==> config.mk <==
export PLATFORM = sky130hd
export DESIGN_NAME = bcd_countdown_timer
export DESIGN_NICKNAME = d
export VERILOG_FILES = /design/src/rtl/bcd_countdown_timer.sv
export SDC_FILE = /design/constraint.sdc
export NUM_CORES = 1
export LEC_CHECK = 0
export ABC_CLOCK_PERIOD_IN_PS = 3300
export CAP_MARGIN = 30
export CORE_MARGIN = 2
export CORE_UTILIZATION = 45
export DETAILED_ROUTE_END_ITERATION = 8
export PLACE_DENSITY = 0.69
export SLEW_MARGIN = 5
export SYNTH_ARGS = -nofsm -noshare
export SYNTH_HDL_FRONTEND = slang
export SYNTH_SLANG_ARGS = --single-unit
==> constraint.sdc <==
create_clock -name CLK -period 3.3 [get_ports CLK]
set_input_delay 0.495 -clock CLK [delete_from_list [all_inputs] [get_ports CLK]]
set_output_delay 0.495 -clock CLK [all_outputs]
set_load 0.005 [all_outputs]
==> src/rtl/bcd_countdown_timer.sv <==
// BCD countdown timer (SS.hh) driven by hundredth-of-second ticks; gates the tick generator via device_running.
// Optional macro AUTO_RELOAD_EN: reload from preset on reaching 00.00 instead of expiring.
module bcd_countdown_timer #(
    parameter int LOW_WARN_SEC = 5
) (
    input  logic       CLK,
    input  logic       RESET,
    input  logic       tick,
    input  logic       load,
    input  logic       start_stop,
    input  logic [3:0] preset_sec_tens,
    input  logic [3:0] preset_sec_ones,
    output logic [3:0] sec_tens,
    output logic [3:0] sec_ones,
    output logic [3:0] hund_tens,
    output logic [3:0] hund_ones,
    output logic       device_running,
    output logic       done,
    output logic       warn,
    output logic [1:0] state_dbg
);

    typedef enum logic [1:0] {
        S_IDLE    = 2'd0,
        S_RUNNING = 2'd1,
        S_PAUSED  = 2'd2,
        S_EXPIRED = 2'd3
    } state_t;

    localparam logic [7:0] WARN_LIM = 8'(LOW_WARN_SEC);

    state_t      state;
    logic [15:0] count;
    logic [15:0] dec_count;
    logic [15:0] preset_count;
    logic [3:0]  sat_tens;
    logic [3:0]  sat_ones;
    logic        count_nz;
    logic        at_one;
    logic [6:0]  secs;

    assign sat_tens     = (preset_sec_tens > 4'd9) ? 4'd9 : preset_sec_tens;
    assign sat_ones     = (preset_sec_ones > 4'd9) ? 4'd9 : preset_sec_ones;
    assign preset_count = {sat_tens, sat_ones, 8'h00};
    assign count_nz     = (count != 16'h0000);
    assign at_one       = (count == 16'h0001);

    // Digit-wise borrow chain; the top digit clamps at 0 so the count cannot underflow.
    always_comb begin
        dec_count = count;
        if (count[3:0] != 4'd0) begin
            dec_count[3:0] = count[3:0] - 4'd1;
        end else begin
            dec_count[3:0] = 4'd9;
            if (count[7:4] != 4'd0) begin
                dec_count[7:4] = count[7:4] - 4'd1;
            end else begin
                dec_count[7:4] = 4'd9;
                if (count[11:8] != 4'd0) begin
                    dec_count[11:8] = count[11:8] - 4'd1;
                end else begin
                    dec_count[11:8] = 4'd9;
                    if (count[15:12] != 4'd0)
                        dec_count[15:12] = count[15:12] - 4'd1;
                    else
                        dec_count = 16'h0000;
                end
            end
        end
    end

`ifdef AUTO_RELOAD_EN
    logic done_pulse;
`endif

    always_ff @(posedge CLK or negedge RESET) begin
        if (!RESET) begin
            state <= S_IDLE;
            count <= 16'h0000;
`ifdef AUTO_RELOAD_EN
            done_pulse <= 1'b0;
`endif
        end else begin
`ifdef AUTO_RELOAD_EN
            done_pulse <= 1'b0;
`endif
            case (state)
                S_RUNNING: begin
                    if (tick) begin
                        // Expiry takes priority over a simultaneous start_stop.
                        if (at_one) begin
`ifdef AUTO_RELOAD_EN
                            if (preset_count != 16'h0000) begin
                                count      <= preset_count;
                                done_pulse <= 1'b1;
                            end else begin
                                count <= 16'h0000;
                                state <= S_EXPIRED;
                            end
`else
                            count <= 16'h0000;
                            state <= S_EXPIRED;
`endif
                        end else begin
                            count <= dec_count;
                            if (start_stop)
                                state <= S_PAUSED;
                        end
                    end else if (start_stop) begin
                        state <= S_PAUSED;
                    end
                end
                default: begin
                    if (load) begin
                        count <= preset_count;
                        state <= S_IDLE;
                    end else if (start_stop) begin
                        if (state == S_PAUSED)
                            state <= S_RUNNING;
                        else if (state == S_IDLE && count_nz)
                            state <= S_RUNNING;
                    end
                end
            endcase
        end
    end

    assign sec_tens  = count[15:12];
    assign sec_ones  = count[11:8];
    assign hund_tens = count[7:4];
    assign hund_ones = count[3:0];
    assign state_dbg = state;

    assign device_running = (state == S_RUNNING);
`ifdef AUTO_RELOAD_EN
    assign done = (state == S_EXPIRED) || done_pulse;
`else
    assign done = (state == S_EXPIRED);
`endif

    assign secs = 7'(sec_tens) * 7'd10 + 7'(sec_ones);
    assign warn = ((state == S_RUNNING) || (state == S_PAUSED)) && count_nz
                  && ({1'b0, secs} < WARN_LIM);

endmodule

==> results.cfg <==
[timing]
setup_tns_ps = 0
fin_crit_sh_pct = 93.48
fin_skew_ps = 3.371
worst_pin_slew_ps = 891.8
layout_min_cycle_time_ps = 3085
max_freq_ghz = 0.3242
slew_headroom_pct = 40.36
hold_violations = 0
setup_viol = 0
layout_setup_ws_ps = 215.0
report.final.slew_viol_count = 0
rsz0062_at_grt = false

[setup_path]
path_max_fanout = 2
cp-start-kind = flip-flop
endpoint_kind = output pin
crit_path_top_delay_cell = dfrtp_1
path_cells = ha_1, ha_1, fa_1, xor2_1, nor3_1, mux2i_1, nor4_1, dlygate4sd2_1
path_class = flip-flop to output pin
cpPeakStageDelay_ps = 410
crit_arrival_ps = 2590
cpMostUsedCell = ha_1
required_ps = 2800

[pwr]
peakVddDrop_v = 0.0004233
cellLeakagePower_uw = 0.0008563
power.density_nw_per_um2 = 931.5
finalPower_uw = 1815

[clock_tree]
clk_latency_ps = 290
clkTransAtPathRegs_ps = 110
cts_tree = built
cts_root_buffer = clkbuf_4
numClockSinks = 18
ctsHtreeMaxLevel = 1
ctsLongestPathBuffers = 2
cts_hold_buf = 0
cts_buffers = 3

[final_layout]
diodes = 0
multi_input_area_um2 = 973.4
drive_gt1_share_pct = 10.45
syn_to_final_growth_pct = 27.83
finalNetCount = 230
seq_area_um2 = 450.4
fill_cells = 291

[logic_synthesis]
synth_compound_gate_area_share_pct = 21.10
synth_cell_type_count = 49
synth-adder-area-share_pct = 13.30
ys_warn_count = 0
synthXorXnorAreaFrac_pct = 1.724
ys_ff_latch = 18
synth_edf_count = 0
synth_area_leaders = dfrtp_1 30%, ha_1 11%, inv_1 3.7%
synth_nets = 193
yosys.area_share.simple_pct = 21.35
muxShareOfSynthArea_pct = 6.404
synth_flop_cell = dfrtp_1
avgSynthCellArea_um2 = 9.236
synth_top_area_share_pct = 29.56
postSynthCellCount = 165
synth_top_family_by_area = simple AND/OR/NAND/NOR gates
yosysSeqAreaShare_pct = 29.56
postSynth.asyncResetShare_pct = 100.0
synth.largest_area_cell = dfrtp_1
syn_area_um2 = 1524

[worst_hold_path]
hold_class = flip-flop to flip-flop

[drt]
antenna_left = 0
first_pass_iters = 4
drc = 0
vias = 1408
routed_wl_mm = 3.807
avgRoutedWirePerCell_um = 15.41
via_per_inst = 5.700
drt-initial-drc-count = 89

[die]
start_util_pct = 46.40
fp.coreArea_um2 = 3284
fp.dieW_um = 62.20
die_area_um2 = 3868
die_y_um = 62.20
row_count = 21
ios = 34

[placed_design]
gp_congestion = 0.8662
hpwl_mm = 2.902
place_ws_ps = 201.9
port_buffers = 33

[global_route]
grt_pass1_vias = 1431
antenna_found_initial = 0
grtUsageTotal_pct = 21.89
grt_pass1_wl_mm = 6.886
grt_start_max_net_pins = 19
grt_overflow = 0

[outcome]
status = complete, no violations

[job]
drv_cap = 0
-- stage by stage --
stage	area, um2	hold WS [ps]	instances	util, %
after floorplan	1524	199.4	165	-
after global placement	1906	572.4	242	58.02
after detailed placement	1906	571.4	242	58.02
after CTS	1948	603.3	247	59.31
after global routing	1948	646.1	247	59.31
final	1948	599.4	247	59.31
-- cell usage after synthesis (2+ instances only) --
cell type and count:
a32o_1 2, nand3b_1 2, a32oi_1 2, a211oi_1 4, o21a_1 2, buf_2 2, buf_6 2, mux2_2 2
o22ai_1 2, inv_1 15, nand2_1 9, nor4b_1 2, a21oi_1 7, a21oi_2 2, or3b_2 3, o31ai_1 5
clkbuf_1 2, nor2_1 13, nor3b_1 3, and3_1 4, fa_1 2, xnor2_1 2, o21bai_1 2, a31oi_1 3
o21ai_0 5, nor3_1 10, mux2i_1 5, dfrtp_1 18, ha_1 13
-- registers in the layout (all words and copies together), names as in the netlist --
name	cells
state_dbg	2
count	16
-- layout make-up --
class,count,area share [%]
Multi-Input combinational cell,125,49.97
Tap cell,46,2.954
Timing Repair Buffer,39,19.20
Inverter,15,2.890
Sequential cell,18,23.12
Clock buffer,4,1.863
-- metal layers --
metal | wire, um | vias up | track usage (%)
li1 | - | 687 | -
met1 | 1791 | 675 | 30.37
met2 | 1827 | 44 | 36.68
met3 | 166 | 2 | 2.355
met4 | 21 | 0 | 5.556
met5 | 0 | - | 0
-- path summary, 6_finish.rpt --
check	startpoint	end	slack (ps)	cells past startpoint
worst max-delay path	count[13]	warn	220	8
worst min-delay path	count[6]	count[6]	600	2
worst max register to register	count[13]	count[3]	890	7
worst min register to register	count[6]	count[6]	600	2
max in group asynchronous	RESET	count[7]	2060	1
min in group asynchronous	RESET	count[14]	690	1
-- logic make-up after synthesis --
logic type,count (synthesis)
AO/OA/AOI/OAI,45
adder cells (fa/ha/maj),15
multiplexers,9
flip-flops,18
XOR/XNOR,3
buffers and inverters,22
AND/OR/NAND/NOR,53
-- report_power, final --
part	internal [uW]	switching, uW	total, uW
logic	610	613	1220
registers	311	141	453
clock network	67.2	72.1	139
-- critical path, delay by kind of cell, from the launching register on --
| kind | cells | cell delay (ps) |
|---|---|---|
| buffers and inverters | 1 | 260 |
| DFF | 1 | 410 |
| muxes | 1 | 120 |
| xor gates and xnor gates | 1 | 160 |
| and+or+nand+nor | 2 | 450 |
| adders and majority gates | 3 | 890 |
-- placed cells by master (no fill, tap or decap), drive strengths merged, types with 2 or more instances in the layout --
cell | Yosys | final
a211oi | 4 | 4
a21oi | 9 | 9
a31oi | 3 | 3
a32o | 2 | 2
a32oi | 2 | 2
and3 | 4 | 4
buf | 5 | 6
clkbuf | 2 | 4
clkdlybuf4s50 | 0 | 32
dfrtp | 18 | 18
fa | 2 | 2
ha | 13 | 13
inv | 15 | 15
mux2 | 3 | 3
mux2i | 6 | 6
nand2 | 9 | 9
nand3b | 2 | 2
nor2 | 13 | 13
nor3 | 10 | 10
nor3b | 3 | 3
nor4 | 2 | 2
nor4b | 3 | 3
o21a | 2 | 2
o21ai | 5 | 5
o21bai | 2 | 2
o22ai | 2 | 2
o31ai | 5 | 5
or3b | 3 | 3
xnor2 | 2 | 2
-- what timing repair did --
item | 4_1_cts | 5_1_grt
pin swaps | 0 | 1
gates cloned | 0 | 0
endpoints found under the setup margin | 1 | 1
gates resized for setup | 1 | 0
buffers inserted | 1 | 0
Power figures use the tool's default switching activity.
==> RTL edit: new RTL, same settings <==
Add a define of `AUTO_RELOAD_EN`.
--- a/src/rtl/bcd_countdown_timer.sv
+++ b/src/rtl/bcd_countdown_timer.sv
@@ -1,5 +1,7 @@
 // BCD countdown timer (SS.hh) driven by hundredth-of-second ticks; gates the tick generator via device_running.
 // Optional macro AUTO_RELOAD_EN: reload from preset on reaching 00.00 instead of expiring.
+`define AUTO_RELOAD_EN
+
 module bcd_countdown_timer #(
     parameter int LOW_WARN_SEC = 5
 ) (
Behaviour: same outputs for any inputs over 10 cycles, from zero or initial values and one cycle with RESET low; that may be too few to reach the edited logic, so the function may still have changed.
==> RTL edit against the original RTL <==
Utilization rose by 2.4 points; total power rose by 4.8%; sequential share of layout area fell by 0.35 points; synthesized area rose by 6.4%; sequential cell count rose by 1; routed wire length rose by 15%; die area rose by 6.0%; hold slack got worse by 0.24 ns; clock skew barely moved; via count rose by 12%; setup slack improved by 0.26 ns; cell area rose by 7.5%; critical path type unchanged; highest routed layer unchanged.
==> RTL edit: results <==
[run_status]
status = "completed"

[sta]
finalCritPeriodShare_pct = 85.76
finClkSkew_ns = 0.003132
worstMarginPinSlew_ns = 0.5664
hold_ws_ns = 0.3577

[critical_path]
startpoint = "count[13]"
path_delay_family = "adder cells"
arrival_ns = 2.33
cp_slowest_stage_delay_ns = 0.40
r2r_start = "state_dbg[1]"
r2r_end = "count[11]"
crit_slowest_cell = "dfrtp_1"
reg2reg_slack_ns = 0.90
cp_max_fo = 2
r2r_cells = 6

[yosys]
yosys-top-cells-count = "dfrtp_1 (19), inv_1 (12), nor2_1 (12)"
synthesis.nets = 200
yosys-top-cells-area = "dfrtp_1 (29%), ha_1 (8.5%), o21ai_0 (3.4%)"
muxShareOfSynthArea_pct = 3.858
async_reset_ff_share_pct = 100.0
synth_fa_ha_area_share_pct = 10.96
ys_seq_area_share_pct = 29.32
synth_cell_types = 52
synth-compound-area-share_pct = 24.61
synth_xor_xnor_area_share_pct = 1.080

[power_and_ir_drop]
cellLeakagePower_nw = 0.8839
ir_drop_v = 0.0005222

[detailed_routing]
wl_per_cell_um = 16.65
drtIter0Drc = 64
vias = 1573

[clock_tree]
insertion_delay_ns = 0.31
clockRootBuffer = "clkbuf_4"
cts_buffers = 3

[grt]
grt_max_degree = 20
grt_usage_pct = 21.99
grt_pass1_wl_um = 7162
grt_pass1_vias = 1528

[layout]
fin_nets = 243
fill_cells = 289
drive_above_1_share_pct = 14.81
largest_reg_flops = 16

[worst_hold_path]
hold_path_class = "in -> async"

[place]
pre_cts_ws_ns = 0.3350
dpl.hpwl_um = 3247
place_area_mm2 = 0.002023
gp_congestion = 0.8579
## RTL edit: changes by cell type in the layout (fill, tap and decap cells not counted), moves of 4 or more
| cell | unedited run | this run |
|---|---|---|
| o21ai_0 | 5 | 11 |
| nand3_1 | 1 | 6 |
| o211ai_1 | 0 | 5 |
| o31ai_1 | 5 | 1 |
| or3_1 | 0 | 4 |
## RTL edit: metrics by stage
stage	std cells	util [%]
2_1_floorplan	174	-
3_3_place_gp	255	59.69
3_5_place_dp	255	59.69
4_1_cts	259	60.50
5_1_grt	262	61.76
6_report	262	61.76
## RTL edit: area by class of cell
class / instances / area (µm²) / area share [%]
clock buffers: 4 / 26.28 / 1.255
multi-input cells: 138 / 1072 / 51.23
inverters: 12 / 45.04 / 2.152
repair buffers: 43 / 415.4 / 19.84
well taps: 46 / 57.56 / 2.750
flip-flops and latches: 19 / 476.7 / 22.77
## RTL edit: power breakdown
part	switching (mW)	internal, mW
Sequential	0.153	0.322
Clock	0.0792	0.0473
Combinational	0.655	0.646
Total	0.887	1.02
## RTL edit: what timing repair did
| action | in CTS | in global routing |
|---|---|---|
| buffers inserted | 0 | 2 |
| endpoints found under the hold margin | 0 | 0 |
| endpoints found under the setup margin | 1 | 1 |
| gates resized for setup | 1 | 3 |
| pin swaps | 0 | 1 |
| hold buffers | 0 | 0 |
## RTL edit: layer usage
layer | GRT usage (%) | wire length, µm
met1 | 28.95 | 1957
met2 | 36.85 | 2082
met3 | 2.993 | 226
met4 | 7.609 | 96
met5 | 0 | 0
## RTL edit: cells by family after synthesis
family	after synthesis
multiplexers	6
XOR/XNOR	2
flip-flops	19
adder cells (fa/ha/maj)	13
buffers and inverters	17
AO/OA/AOI/OAI	52
AND/OR/NAND/NOR	65
